`src/rtl/memory_arbiter_if.sv`:
```
// Video memory read channel plus CPU write path and SPRAM port, bundled
// between the requesters/CPU/memory (master) and the arbiter (slave).
interface memory_arbiter_if #(
    parameter int N_CH          = 4,
    parameter int MEM_ADDR_BITS = 14
);
    logic [16*N_CH-1:0]      req_address;
    logic [N_CH-1:0]         req_valid;
    logic [N_CH-1:0]         req_ready;
    logic [15:0]             req_data;
    logic                    cpu_wr;
    logic [15:0]             cpu_address;
    logic [15:0]             cpu_data;
    logic [1:0]              cpu_byte_en;
    logic [MEM_ADDR_BITS-1:0] mem_address;
    logic [15:0]             mem_wr_data;
    logic                    mem_wren;
    logic [3:0]              mem_maskwren;
    logic [15:0]             mem_rd_data;

    modport master (
        output req_address, req_valid, cpu_wr, cpu_address, cpu_data,
               cpu_byte_en, mem_rd_data,
        input  req_ready, req_data, mem_address, mem_wr_data, mem_wren,
               mem_maskwren
    );

    modport slave (
        input  req_address, req_valid, cpu_wr, cpu_address, cpu_data,
               cpu_byte_en, mem_rd_data,
        output req_ready, req_data, mem_address, mem_wr_data, mem_wren,
               mem_maskwren
    );
endinterface

```
`src/rtl/memory_arbiter.sv`:
```
// Round-robin arbiter of N_CH video read requesters onto one single-port
// 16-bit SPRAM with 1-cycle read latency. CPU writes take the port whenever
// they occur; the read granted in the previous cycle still completes because
// the SPRAM output holds its last read during a write.
module memory_arbiter #(
    parameter int N_CH          = 4,
    parameter int MEM_ADDR_BITS = 14
) (
    input logic              CLK,
    input logic              RSTb,
    memory_arbiter_if.slave  bus
);
    localparam int ID_W = (N_CH > 1) ? $clog2(N_CH) : 1;

    logic                     pend_valid;
    logic [ID_W-1:0]          pend_id;
    logic [ID_W-1:0]          rr_ptr;
    logic                     grant_vld;
    logic [ID_W-1:0]          grant_id;
    logic [N_CH-1:0]          eligible;
    logic [MEM_ADDR_BITS-1:0] ch_addr [N_CH];
    logic                     unused_addr_bits;

    // Upper address bits are dropped on purpose: 0x4000 aliases 0x0000.
    assign unused_addr_bits = ^{bus.req_address, bus.cpu_address};

    for (genvar c = 0; c < N_CH; c++) begin : g_addr
        assign ch_addr[c] = bus.req_address[16*c +: MEM_ADDR_BITS];
    end

    // A channel whose response is due this cycle cannot be re-granted yet.
    always_comb begin
        eligible = bus.req_valid;
        if (pend_valid) eligible[pend_id] = 1'b0;
    end

    // First eligible channel scanning from rr_ptr; CPU writes and reset block reads.
    always_comb begin
        logic [ID_W-1:0] idx;
        idx       = '0;
        grant_vld = 1'b0;
        grant_id  = '0;
        for (int k = 0; k < N_CH; k++) begin
            idx = ID_W'((int'(rr_ptr) + k) % N_CH);
            if (!grant_vld && eligible[idx]) begin
                grant_vld = 1'b1;
                grant_id  = idx;
            end
        end
        if (!RSTb || bus.cpu_wr) begin
            grant_vld = 1'b0;
            grant_id  = '0;
        end
    end

    // SPRAM port drive: CPU write, granted read address, or all zero when idle.
    always_comb begin
        bus.mem_address  = '0;
        bus.mem_wr_data  = '0;
        bus.mem_wren     = 1'b0;
        bus.mem_maskwren = 4'b0000;
        if (RSTb) begin
            if (bus.cpu_wr) begin
                bus.mem_address  = bus.cpu_address[MEM_ADDR_BITS-1:0];
                bus.mem_wr_data  = bus.cpu_data;
                bus.mem_wren     = 1'b1;
                bus.mem_maskwren = {bus.cpu_byte_en[1], bus.cpu_byte_en[1],
                                    bus.cpu_byte_en[0], bus.cpu_byte_en[0]};
            end else if (grant_vld) begin
                bus.mem_address = ch_addr[grant_id];
            end
        end
    end

    // Track the outstanding read and advance the round-robin pointer past it.
    always_ff @(posedge CLK) begin
        if (!RSTb) begin
            pend_valid <= 1'b0;
            pend_id    <= '0;
            rr_ptr     <= '0;
        end else begin
            pend_valid <= grant_vld;
            if (grant_vld) begin
                pend_id <= grant_id;
                rr_ptr  <= ID_W'((int'(grant_id) + 1) % N_CH);
            end
        end
    end

    // Response strobe to the owning channel with the SPRAM read data.
    always_comb begin
        bus.req_ready = '0;
        bus.req_data  = '0;
        if (pend_valid) begin
            bus.req_ready[pend_id] = 1'b1;
            bus.req_data           = bus.mem_rd_data;
        end
    end
endmodule

```
`src/flat_wrapper.sv`:
```
// flat-port wrapper written by rule: the top's interface ports become plain ports
module memory_arbiter_flat 
#(
    parameter int N_CH          = 4,
    parameter int MEM_ADDR_BITS = 14
)
  (CLK, RSTb, bus_req_address, bus_req_valid, bus_cpu_wr, bus_cpu_address, bus_cpu_data, bus_cpu_byte_en, bus_mem_rd_data, bus_req_ready, bus_req_data, bus_mem_address, bus_mem_wr_data, bus_mem_wren, bus_mem_maskwren);
  memory_arbiter_if #(.N_CH(N_CH), .MEM_ADDR_BITS(MEM_ADDR_BITS)) bus_i ();
  input logic CLK;
  input logic RSTb;
  input wire logic [$bits(bus_i.req_address)-1:0] bus_req_address;
  input wire logic [$bits(bus_i.req_valid)-1:0] bus_req_valid;
  input wire logic [$bits(bus_i.cpu_wr)-1:0] bus_cpu_wr;
  input wire logic [$bits(bus_i.cpu_address)-1:0] bus_cpu_address;
  input wire logic [$bits(bus_i.cpu_data)-1:0] bus_cpu_data;
  input wire logic [$bits(bus_i.cpu_byte_en)-1:0] bus_cpu_byte_en;
  input wire logic [$bits(bus_i.mem_rd_data)-1:0] bus_mem_rd_data;
  output wire logic [$bits(bus_i.req_ready)-1:0] bus_req_ready;
  output wire logic [$bits(bus_i.req_data)-1:0] bus_req_data;
  output wire logic [$bits(bus_i.mem_address)-1:0] bus_mem_address;
  output wire logic [$bits(bus_i.mem_wr_data)-1:0] bus_mem_wr_data;
  output wire logic [$bits(bus_i.mem_wren)-1:0] bus_mem_wren;
  output wire logic [$bits(bus_i.mem_maskwren)-1:0] bus_mem_maskwren;
  assign bus_i.req_address = bus_req_address;
  assign bus_i.req_valid = bus_req_valid;
  assign bus_i.cpu_wr = bus_cpu_wr;
  assign bus_i.cpu_address = bus_cpu_address;
  assign bus_i.cpu_data = bus_cpu_data;
  assign bus_i.cpu_byte_en = bus_cpu_byte_en;
  assign bus_i.mem_rd_data = bus_mem_rd_data;
  assign bus_req_ready = bus_i.req_ready;
  assign bus_req_data = bus_i.req_data;
  assign bus_mem_address = bus_i.mem_address;
  assign bus_mem_wr_data = bus_i.mem_wr_data;
  assign bus_mem_wren = bus_i.mem_wren;
  assign bus_mem_maskwren = bus_i.mem_maskwren;
  memory_arbiter #(.N_CH(N_CH), .MEM_ADDR_BITS(MEM_ADDR_BITS)) u_core (.CLK(CLK), .RSTb(RSTb), .bus(bus_i));
endmodule
```
`config.mk`:
```
export PLATFORM = sky130hd
export DESIGN_NAME = memory_arbiter_flat
export DESIGN_NICKNAME = d
export VERILOG_FILES = /design/src/rtl/memory_arbiter_if.sv /design/src/rtl/memory_arbiter.sv /design/src/flat_wrapper.sv
export SDC_FILE = /design/constraint.sdc
export NUM_CORES = 1
export LEC_CHECK = 0
export ABC_CLOCK_PERIOD_IN_PS = 2920
export BUFFER_PORTS_ARGS = -buffer_cell sky130_fd_sc_hd__buf_4
export CAP_MARGIN = 20
export CORE_UTILIZATION = 32
export DETAILED_ROUTE_END_ITERATION = 12
export MAX_ROUTING_LAYER = met4
export PLACE_DENSITY = 0.78
export SYNTH_ARGS = -nofsm -noshare
export SYNTH_HDL_FRONTEND = slang
export SYNTH_SLANG_ARGS = --single-unit
```
`constraint.sdc`:
```
create_clock -name CLK -period 2.92 [get_ports CLK]
set_input_delay 0.584 -clock CLK [delete_from_list [all_inputs] [get_ports CLK]]
set_output_delay 0.584 -clock CLK [all_outputs]
set_load 0.01 [all_outputs]
```
==> out/metrics.csv <==
metric,value,unit
final core occ,71.4,%
CTS Root Cell,clkbuf_8,
average cell area after synthesis,7.18,um^2
Post-Syn Area,1590,um^2
number of synthesized flops with an enable pin,0,
"Remaining Overflow, GRT",0,
vias in the first global route,2420,
Row Count,25,
"Primary FF master, synth",dfxtp_1,
Final setup violation count,14,
syn nets,342,
CTS H-tree depth,1,
status,"finished, violations left",
largest area contributor in the netlist,and3_1,
Netlist cell types,46,
post-synthesis sequential area ratio,6.31,%
"Max FO, Critical Path",5,
clk buf depth,2,
antenna violations before repair,0,
first-pass GRT wire length,10100,um
top post-synthesis cells by area,"and3_1 (13%), mux2_2 (9.2%), nor3b_2 (8.7%)",
Worst slew margin,69.9,%
Multi-input gate area,1420,um^2
final hold vios,0,
Worst-path clk slew,0.04,ns
clock skew,0.00229,ns
I/O pins,176,
"Req. time, crit path",2.34,ns
Post-route DRC,0,
Max VDD drop,0.164,mV
"count leader, synth",and3_1,
"Clk Latency, worst-skew pair",0.22,ns
setup ws final,-0.367,ns
DR vias,2526,
GPL Wtd Cong,0.904,
via/cell ratio,5.26,
Reg area,104,um^2
violated checks,setup timing,
total CTS buffers,3,
Max Freq,0.304,GHz
CTS tree,done,
mux cell area share after synthesis,11.8,%
CP startpoint kind,primary input,
static leakage,1.75,nW
RSZ-0062 raised after global routing,yes,
crit share post-route,113,%
Die H,72.4,um
max-slew violations,0,
Total Power,0.998,mW
post-layout minimum cycle time,3.29,ns
post-synthesis compound-gate area fraction,29.1,%
top-area cell type share of the netlist area,12.6,%
synth warn,0,
Post-synth top cells,"and3_1 (32), nor2_1 (19), and2_1 (18), o21ai_0 (15)",
core footprint,4750,um^2
width of the die,72.4,um
largest family of logic cells by synthesized area,simple AND/OR/NAND/NOR gates,
number of port buffers,165,
worst hold path class,reg -> reg,
drt wl/cell,15.1,um
die area,5240,um^2
Layout Nets,535,
overall routed net length,7250,um
TritonCTS Sinks,5,
drt initial violations,92,
gr usage total,24.9,%
FILL cells,383,
area delta synth->final,114,%
xor/xnor share of the synthesized area,0,%
Synth Area in Adders,0,%
arrival time of the worst setup path,2.70,ns
share of cells above drive strength 1,61.3,%
drt pass-1 iters,5,
pwr/cell area,294,nW/um^2
antenna cells,0,
Post-Syn Instances,221,
critical path class,in -> out,
#FFs+latches synth,5,
initial core utilization,33.4,%
HPWL after DPL,5520,um
max-cap check violation count,0,
worst-margin pin slew,0.440,ns
ANT nets after route,0,
asr flop ratio synth,0,%
Crit. End Element,output port,
pin count of the biggest net entering global routing,37,
Simple-Gate Fraction of Synth Area,43.2,%
==> worst max-delay path: stages <==
cell       delay [ns]
buf_4            0.13
nand3b_1         0.09
o32ai_2          0.07
or4_4            0.56
nor3_4           0.20
buf_4            0.18
clkbuf_16        0.15
mux2_4           0.29
o32a_1           0.29
buf_4            0.15
==> what timing repair did <==
item                                    in CTS  in global routing
buffers inserted                             7                  3
hold endpoints to repair                     0                  0
gates resized for setup                     21                  6
gates cloned                                 1                  1
hold buffers                                 0                  0
pin swaps                                    7                  0
endpoints found under the setup margin      14                 14
==> stage by stage <==
step | setup WS, ns | hold slack, ns | std cells | TNS (ns) | area [um^2]
6_report | -0.367 | 0.615 | 480 | -4.64 | 3400
3_3_place_gp | -0.332 | 0.629 | 464 | -3.59 | 3130
2_1_floorplan | -0.0532 | 0.489 | 221 | -0.557 | 1660
5_1_grt | -0.411 | 0.643 | 480 | -5.34 | 3400
4_1_cts | -0.302 | 0.619 | 476 | -3.50 | 3320
3_5_place_dp | -0.351 | 0.620 | 464 | -3.77 | 3130
==> placed cells by master (no fill, tap or decap), types with 2 or more instances in the layout <==
cell type  netlist  layout
inv_1            8       7
nor4_1           2       2
a311oi_2         1       2
nand2b_1         5       5
nand2_1          4       4
nand3_1          2       2
and3_1          32      32
nor2_1          19      18
o22ai_1         13      13
and2_1          18      18
o2111a_1         2       2
mux2_4           0      13
o32a_1          13      13
o211ai_1         2       2
o21ai_0         15      15
nor3b_2         11      11
nor3b_1          3       3
dfxtp_2          0       3
nand3b_1         2       2
buf_12           0       2
clkbuf_8         0       3
mux2i_1          4       3
buf_4            2     192
a21oi_1          3       3
dfxtp_1          5       2
buf_6            2      16
==> registers in the layout, indices dropped and copies added, names as in the netlist <==
signal and flops:
u_core.rr_ptr 2, u_core.pend_id 2, u_core.pend_valid 1
==> cell families (layout without fill, tap and decap cells) <==
logic type      after synthesis  after routing
flops                         5              5
simple gates                105            105
mux                          17             17
buf+inv                      32            224
compound gates               62             62
==> final timing paths <==
path | from | to | slack (ns) | depth (start not counted)
worst min-delay path | u_core.pend_id[0]$_SDFFE_PN0N_ | u_core.pend_id[0]$_SDFFE_PN0N_ | 0.62 | 2
worst max-delay path | bus_req_valid[2] | bus_mem_address[11] | -0.37 | 10
worst max register to register | u_core.pend_id[0]$_SDFFE_PN0N_ | u_core.rr_ptr[1]$_SDFFE_PN0N_ | 0.79 | 10
worst min register to register | u_core.pend_id[0]$_SDFFE_PN0N_ | u_core.pend_id[0]$_SDFFE_PN0N_ | 0.62 | 2
==> routing by layer <==
metal / global-route usage (%) / wire length (um) / vias to the layer above
li1: - / - / 1231
met3: 3.06 / 623 / 23
met4: 10.0 / 193 / 0
met1: 26.3 / 2670 / 1130
met2: 46.6 / 3760 / 142
met5: - / 0 / -
==> cell type report <==
type	count	area share [%]
Timing Repair Buffer	212	50.5
Multi-Input combinational cell	184	41.8
Sequential cell	5	3.06
Tap cell	67	2.47
Clock buffer	4	1.33
Inverter	8	0.884
==> where the power goes <==
| group | leakage [nW] | internal (mW) | switching, mW |
|---|---|---|---|
| registers | 0.0424 | 0.0789 | 0.0110 |
| logic | 1.69 | 0.460 | 0.321 |
| clock network | 0.0228 | 0.0937 | 0.0337 |
| total | 1.75 | 0.633 | 0.366 |
Note: power is estimated with default switching activity, not from simulation.
